===== src/rtl/cb_sw_alloc_if.sv =====
// Request/grant bundle between the route-compute/VC stage and the switch allocator.
// timeout_o is present only when SA_TIMEOUT_EN is defined.
interface cb_sw_alloc_if #(
  parameter int NPORT = 5,
  parameter int PORTW = 3
);
  logic [NPORT-1:0]       req_i;
  logic [NPORT*PORTW-1:0] port_i;
  logic [NPORT-1:0]       ivalid_i;
  logic [NPORT-1:0]       itail_i;
  logic [NPORT-1:0]       oready_i;
  logic [NPORT-1:0]       grt_o;
  logic [NPORT*NPORT-1:0] sel_o;
  logic [NPORT-1:0]       busy_o;
`ifdef SA_TIMEOUT_EN
  logic [NPORT-1:0]       timeout_o;
`endif

  modport master (
    output req_i, port_i, ivalid_i, itail_i, oready_i,
    input  grt_o, sel_o, busy_o
`ifdef SA_TIMEOUT_EN
    , input timeout_o
`endif
  );

  modport slave (
    input  req_i, port_i, ivalid_i, itail_i, oready_i,
    output grt_o, sel_o, busy_o
`ifdef SA_TIMEOUT_EN
    , output timeout_o
`endif
  );
endinterface


===== src/rtl/cb_sw_alloc.sv =====
// Switch allocator for the 5x5 router crossbar: per-output round-robin lock held until tail.
// Optional feature macro SA_TIMEOUT_EN adds a forced release after TIMEOUT idle owner cycles.
module cb_sw_alloc #(
  parameter int NPORT = 5,
  parameter int PORTW = 3
`ifdef SA_TIMEOUT_EN
  , parameter int TIMEOUT = 16
`endif
) (
  input logic          clk,
  input logic          rst_,
  cb_sw_alloc_if.slave bus
);
  typedef enum logic {IDLE = 1'b0, LOCKED = 1'b1} state_t;

  logic [NPORT-1:0] sel_arr [NPORT];
  logic [NPORT-1:0] owns;

  // Select fields are one-hot per output, so OR-ing them gives the set of owning inputs.
  always_comb begin
    owns = '0;
    for (int j = 0; j < NPORT; j++) begin
      owns = owns | sel_arr[j];
    end
  end

  assign bus.grt_o = owns;

  for (genvar gi = 0; gi < NPORT; gi++) begin : g_out
    state_t           state_reg;
    logic [PORTW-1:0] own_reg;
    logic [PORTW-1:0] ptr_reg;
    logic [PORTW-1:0] ptr_next;
    logic [PORTW-1:0] pick;
    logic [NPORT-1:0] sel_reg;
    logic [NPORT-1:0] cand;
    logic             found;
    logic             tail_rel;
    logic             drop_rel;
    logic             expire;
    int               idx;

    for (genvar gk = 0; gk < NPORT; gk++) begin : g_cand
      assign cand[gk] = bus.req_i[gk] && !owns[gk] &&
                        (bus.port_i[gk*PORTW +: PORTW] == PORTW'(gi));
    end

    // Round-robin scan starting at ptr_reg, wrapping modulo NPORT.
    always_comb begin
      pick  = '0;
      found = 1'b0;
      idx   = 0;
      for (int k = 0; k < NPORT; k++) begin
        idx = int'(ptr_reg) + k;
        if (idx >= NPORT) begin
          idx = idx - NPORT;
        end
        if (!found && cand[idx]) begin
          found = 1'b1;
          pick  = PORTW'(idx);
        end
      end
    end

    assign ptr_next = (own_reg == PORTW'(NPORT-1)) ? '0 : own_reg + PORTW'(1);
    assign tail_rel = bus.ivalid_i[own_reg] & bus.itail_i[own_reg] & bus.oready_i[gi];
    assign drop_rel = ~bus.req_i[own_reg];

`ifdef SA_TIMEOUT_EN
    localparam int CW = $clog2(TIMEOUT + 1);
    logic [CW-1:0] cnt_reg;
    logic          tout_reg;

    // Expires on the edge where this idle cycle would bring the count to TIMEOUT.
    assign expire = !bus.ivalid_i[own_reg] && (cnt_reg == CW'(TIMEOUT - 1));
    assign bus.timeout_o[gi] = tout_reg;
`else
    assign expire = 1'b0;
`endif

    always_ff @(posedge clk or negedge rst_) begin
      if (!rst_) begin
        state_reg <= IDLE;
        own_reg   <= '0;
        ptr_reg   <= '0;
        sel_reg   <= '0;
`ifdef SA_TIMEOUT_EN
        cnt_reg   <= '0;
        tout_reg  <= 1'b0;
`endif
      end else begin
`ifdef SA_TIMEOUT_EN
        tout_reg <= 1'b0;
`endif
        case (state_reg)
          IDLE: begin
            if (found) begin
              state_reg <= LOCKED;
              own_reg   <= pick;
              sel_reg   <= NPORT'(1) << pick;
            end
          end
          LOCKED: begin
            if (tail_rel || drop_rel || expire) begin
              state_reg <= IDLE;
              sel_reg   <= '0;
              ptr_reg   <= ptr_next;
`ifdef SA_TIMEOUT_EN
              cnt_reg   <= '0;
              tout_reg  <= !(tail_rel || drop_rel);
`endif
            end
`ifdef SA_TIMEOUT_EN
            else if (bus.ivalid_i[own_reg]) begin
              cnt_reg <= '0;
            end else begin
              cnt_reg <= cnt_reg + CW'(1);
            end
`endif
          end
          default: state_reg <= IDLE;
        endcase
      end
    end

    assign sel_arr[gi]                   = sel_reg;
    assign bus.sel_o[gi*NPORT +: NPORT]  = sel_reg;
    assign bus.busy_o[gi]                = (state_reg == LOCKED);
  end
endmodule


===== src/flat_wrapper.sv =====
// flat-port wrapper written by rule: the top's interface ports become plain ports
module cb_sw_alloc_flat 
#(
  parameter int NPORT = 5,
  parameter int PORTW = 3

)
  (clk, rst_, bus_req_i, bus_port_i, bus_ivalid_i, bus_itail_i, bus_oready_i, bus_grt_o, bus_sel_o, bus_busy_o);
  cb_sw_alloc_if #(.NPORT(NPORT), .PORTW(PORTW)) bus_i ();
  input logic clk;
  input logic rst_;
  input wire logic [$bits(bus_i.req_i)-1:0] bus_req_i;
  input wire logic [$bits(bus_i.port_i)-1:0] bus_port_i;
  input wire logic [$bits(bus_i.ivalid_i)-1:0] bus_ivalid_i;
  input wire logic [$bits(bus_i.itail_i)-1:0] bus_itail_i;
  input wire logic [$bits(bus_i.oready_i)-1:0] bus_oready_i;
  output wire logic [$bits(bus_i.grt_o)-1:0] bus_grt_o;
  output wire logic [$bits(bus_i.sel_o)-1:0] bus_sel_o;
  output wire logic [$bits(bus_i.busy_o)-1:0] bus_busy_o;
  assign bus_i.req_i = bus_req_i;
  assign bus_i.port_i = bus_port_i;
  assign bus_i.ivalid_i = bus_ivalid_i;
  assign bus_i.itail_i = bus_itail_i;
  assign bus_i.oready_i = bus_oready_i;
  assign bus_grt_o = bus_i.grt_o;
  assign bus_sel_o = bus_i.sel_o;
  assign bus_busy_o = bus_i.busy_o;
  cb_sw_alloc #(.NPORT(NPORT), .PORTW(PORTW)) u_core (.clk(clk), .rst_(rst_), .bus(bus_i));
endmodule

===== config.mk =====
export PLATFORM = sky130hd
export DESIGN_NAME = cb_sw_alloc_flat
export DESIGN_NICKNAME = d
export VERILOG_FILES = /design/src/rtl/cb_sw_alloc_if.sv /design/src/rtl/cb_sw_alloc.sv /design/src/flat_wrapper.sv
export SDC_FILE = /design/constraint.sdc
export NUM_CORES = 1
export LEC_CHECK = 0
export ABC_AREA = 1
export BUFFER_PORTS_ARGS = -buffer_cell sky130_fd_sc_hd__buf_2
export CAP_MARGIN = 15
export CORE_AREA = 2 2 142 144
export DETAILED_ROUTE_END_ITERATION = 8
export DIE_AREA = 0 0 144 146
export PLACE_DENSITY_LB_ADDON = 0.08
export SLEW_MARGIN = 20
export SYNTH_ARGS = -nofsm -noshare
export SYNTH_HDL_FRONTEND = slang
export SYNTH_SLANG_ARGS = --single-unit

===== constraint.sdc =====
create_clock -name clk -period 2.6 [get_ports clk]
set_input_delay 0.26 -clock clk [delete_from_list [all_inputs] [get_ports clk]]
set_output_delay 0.26 -clock clk [all_outputs]
set_load 0.02 [all_outputs]

# After elaboration in Yosys (flattened, before gate mapping)
# Cells that the tools add are included.
dict set report classes {
  addsub 50
  magnitude_cmp 55
  eq_ne 35
  n_shift 5
  n_mux 215
  bitwise 24
  n_reduce_logical 100
}
# op count
set ops {}
lappend ops {{$lt A32 B5 Y1 const B} 25}
lappend ops {{$mux W32} 25}
lappend ops {{$ge A32 B4 Y1 const B} 20}
lappend ops {{$sub A32 B4 Y32 const B} 20}
lappend ops {{$bmux W1 S3} 40}
lappend ops {{$mux W1} 100}
lappend ops {{$mux W3} 30}
lappend ops {{$logic_and A1 B1 Y1} 50}
lappend ops {{$mux W5} 10}
lappend ops {{$pmux W5 S2} 5}
lappend ops {{$add A3 B2 Y4 const B} 10}
lappend ops {{$eq A3 B2 Y1 const B} 10}
lappend ops {{$eq A3 B3 Y1 const B} 10}
lappend ops {{$reduce_and A2 Y1} 15}
lappend ops {{$logic_not A1 Y1} 25}
lappend ops {{$shl A1 B3 Y5 const A} 5}
lappend ops {{$add A3 B1 Y4 const B} 5}
lappend ops {{$add A3 B3 Y4 const B} 5}
lappend ops {{$lt A3 B4 Y1 const B} 5}
lappend ops {{$or A5 B5 Y5} 4}
lappend ops {{$sub A3 B3 Y4 const B} 5}
lappend ops {{$add A3 B1 Y3 const B} 5}
lappend ops {{$eq A3 B1 Y1 const B} 5}
lappend ops {{$ge A3 B3 Y1 const B} 5}
lappend ops {{7 further kinds} 45}
dict set report word_totals {
  reg_bits 60
  input_bits 37
  output_inout_bits 35
}

# Depth between registers and ports, before layout
dict set report depth {
  ltp_word 26
  ltp_mapped 26
  mapped_depth_nobuf 25
}

# Least setup slack after synthesis
# OpenSTA, ideal clock, no wires.
dict set report synth_path {
  path_type {reg-to-reg}
  startpoint {reg u_core.g_out[0].ptr_reg[0]}
  endpoint {reg u_core.g_out[0].sel_reg[0]}
  setup_ns 0.117
  t_arrival_ns 2.739
  slack_ns -0.256
  stages_incl_launch_ff 22
  n_path_buf 1
  period_less_slack_ns 2.856
  cell_sequence {dfrtp_1 > buf_6 > inv_1 > ha_1 > inv_1 > fa_1 > nor2_1 > nor2_1 > nand2_1 > nand2_1 > a21oi_1 > o21ai_0 > nand3_1 > nand2_1 > inv_1 > nand2_1 > nor2_1 > nand2_1 > nand3_1 > nor2_1 > nand3_1 > nand2_1}
}
dict set report synth_via {
  elab_chain_len 21
  elab_cells_between_ends 57
  cone_classes {9 x add/sub; 5 x order compare; 1 x eq/ne; 1 x shift; 32 x mux; 9 x reduce/logical}
}
# item line_no
set synth_lines {}
lappend synth_lines {{start, declared} cb_sw_alloc.sv:32} ;# logic [PORTW-1:0] ptr_reg;
lappend synth_lines {{start signal, assigned} cb_sw_alloc.sv:107} ;# ptr_reg <= ptr_next;
lappend synth_lines {{branches (longest 21 deep; another with $sub A32 B4 Y32)} -}
lappend synth_lines {{end signal, assigned} cb_sw_alloc.sv:100} ;# sel_reg <= NPORT'(1) << pick;
lappend synth_lines {{end, declared} cb_sw_alloc.sv:35} ;# logic [NPORT-1:0] sel_reg;
# Several ways; the timed one is not identified. The select of a mux whose other input is x is not followed.
# A chain may end at the register's enable or synchronous reset.

# Worst setup path in the final report
dict set report layout_path {
  startpoint {reg u_core.g_out[0].ptr_reg[0]}
  endpoint {reg u_core.g_out[0].sel_reg[1]}
}
# The elaborated chain is that of the path after synthesis.

==> out/metrics.yaml <==
clkTransAtPathRegs_ns: 0.06
rows: 51
ys.warnings.count: 0
syn_to_final_growth_pct: 51.36
routed_wl_mm: 32.64
crit_path_start_kind: "register"
cts_root_buf: "clkbuf_16"
synth_area_per_cell_um2: 5.859
slowest_delay_ns: 0.44
period_share_pct: 104.7
finClkSkew_ns: 0.006841
place_congestion: 0.9310
synthCells: 1470
die_h_um: 146
cts_num_sinks: 60
grt_pass1_vias: 9897
clock_latency_ns: 0.34
cap_violations: 0
cts_tree: "built"
endpoint_kind: "register"
hpwl_mm: 24.61
yosysSeqAreaShare_pct: 17.43
drc_errors: 0
core_um2: 19330
largest_reg_flops: 25
final-hold-violation-count: 26
setup_ws_ns: -0.1230
setup_violations: 34
synth_edf_count: 0
final_area_um2: 13040
crit_path_frequent_cell: "nor2_4"
violations: "hold timing, setup timing"
antenna_found_initial: 0
gr-total-overflow: 0
ios: 72
drtPass1Iterations: 5
worstPathRequired_ns: 2.87
io_buffers: 71
grt_max_degree: 34
critPathKind: "register to register"
ys_seq_elements: 60
fin_hold_ws_ns: -0.009531
post_route_cells_drive_above_1_share_pct: 40.12
fin_util_pct: 67.42
start_util_pct: 44.54
grt_pass1_wl_mm: 48.17
crit_family: "simple AND/OR/NAND/NOR gates"
drt_iter0_markers: 827
yosys.cell_types.count: 43
nNetsFinal: 1872
crit_arrival_ns: 2.99
syn-num-nets: 1565
ant_nets: 0
finalMaxSlewViolations: 0
die-width_um: 144
diodes: 0
placed_area_um2: 10670
gr-usage-all-layers_pct: 28.75
fin_crit_ns: 2.723
post_drt_wl_per_cell_um: 15.95
cts_buffers: 9
grt_setup_unrepaired: "true"
slowest_stage: "fa_2"
status: "finished with violations"
die-area_um2: 21020
async_flop_share_pct: 100.0
min_path_type: "input port to async pin"
path_cells: "inv_4 -> ha_4 -> inv_2 -> fa_2 -> nor2_4 -> nor2_4 -> nand2_2 -> nand2_4 -> a21oi_2 -> o21ai_2 -> nand3_2 -> nand2_4 -> inv_4 -> nand3_4 -> nor2_4 -> nor2_4 -> nor2_4 -> nand2_1 -> o21ai_1"
clockBufferDepth: 2
fill_cells: 1708
critPathBufInv: 3
htree_levels: 3
holdBufCountCts: 0
synth_area_um2: 8612
path_max_fanout: 5
viasPerCell: 5.382
tightest_slew_ns: 0.7476
vias: 11020
max_freq_mhz: 367.2
slew_headroom_pct: 50.16
synth_flop_cell: "dfrtp_1"
==> cell families after synthesis <==
logic type                 after synthesis  synth area share [%]
and+or+nand+nor                        916                 48.92
buffers and inverters                  233                 10.78
AOI/OAI and AO/OA                      183                 11.67
DFF                                     60                 17.43
adders and majority gates               58                 8.863
xor gates and xnor gates                17                 1.990
muxes                                    3                0.3487
==> final timing paths <==
kind | from | end | slack (ns) | cells after the start
min in group clk | bus_oready_i[4] | u_core.g_out[4].state_reg | 0.35 | 4
setup / recovery | u_core.g_out[0].ptr_reg[0] | u_core.g_out[0].sel_reg[1] | -0.12 | 19
setup reg to reg | u_core.g_out[0].ptr_reg[0] | u_core.g_out[0].sel_reg[1] | -0.12 | 19
max in group asynchronous | rst_ | u_core.g_out[3].ptr_reg[1] | 1.95 | 2
hold / removal | rst_ | u_core.g_out[2].sel_reg[3] | -0.01 | 1
hold reg to reg | u_core.g_out[0].sel_reg[1] | u_core.g_out[0].sel_reg[1] | 0.54 | 2
==> synth_stat cells (all sizes together) (2+ instances only) <==
| library cell | count | area (um2) |
|---|---|---|
| nand2 | 477 | 1873 |
| clkbuf | 2 | 7.510 |
| a21oi | 41 | 216.5 |
| o31ai | 3 | 22.52 |
| a21boi | 2 | 15.02 |
| dfrtp | 60 | 1501 |
| nand4 | 56 | 350.3 |
| xor2 | 11 | 118.9 |
| o22ai | 7 | 43.79 |
| nor2 | 149 | 710.7 |
| o21ai | 113 | 584.3 |
| o211ai | 10 | 75.07 |
| mux2i | 3 | 30.03 |
| fa | 5 | 100.1 |
| inv | 216 | 810.8 |
| nand3 | 210 | 1111 |
| nand3b | 12 | 90.09 |
| xnor2 | 6 | 52.55 |
| nor3 | 10 | 65.06 |
| clkinv | 2 | 8.750 |
| ha | 53 | 663.1 |
| a31oi | 5 | 31.28 |
| buf | 13 | 101.3 |
==> final cells by class <==
class | count | area [um2] | share of cell area [%]
inverter | 218 | 862.1 | 6.614
multi-input combinational | 1178 | 7739 | 59.37
tap | 265 | 331.6 | 2.544
sequential | 60 | 1510 | 11.59
timing repair buffer | 310 | 2273 | 17.44
clock inverter | 4 | 72.57 | 0.5567
clock buffer | 12 | 246.5 | 1.891
==> repair_timing <==
action                                 4_1_cts  5_1_grt
pin swaps                                   59      126
endpoints found under the hold margin        0        0
setup endpoints to repair                   42       45
gates resized for setup                    144      290
gates cloned                                 0        1
buffers inserted                            23       37
==> layer usage <==
metal,share of wire (%),wire length (um),global-route usage [%]
met1,42,13700,37.94
met2,48,15540,46.95
met3,6.8,2204,5.035
met4,3.7,1197,10.34
met5,0,0,0
==> layout by cell type, fill, tap and decap left out, drive strengths merged <==
cell / count
nor3: 10
dfrtp: 60
xor2: 11
o21ai: 113
a21oi: 41
buf: 310
inv: 215
a31oi: 5
clkinvlp: 2
mux2i: 3
o22ai: 7
nand4: 56
bufinv: 2
o221ai: 1
ha: 53
nor4: 1
o211ai: 10
or2: 1
a22oi: 1
nand3b: 12
o31ai: 3
fa: 5
clkinv: 3
nor2: 150
nand2: 477
clkbuf: 12
xnor2: 6
a21boi: 2
nand3: 210
==> through the flow <==
stage	hold WS [ns]	TNS [ns]	std cells	setup WS (ns)
floorplan	-0.03559	0	1470	0.0006914
global placement	0.3506	-2.655	1976	-0.1732
detailed placement	0.3560	-3.851	1976	-0.2147
CTS	0.002901	-0.01386	2013	-0.008800
global route	0.03900	-8.287	2047	-0.2834
finish	-0.009531	-1.596	2047	-0.1230
Power is left out: the tool's default activity adds up to more than one toggle a clock period on the data nets, which glitch-free logic cannot reach.
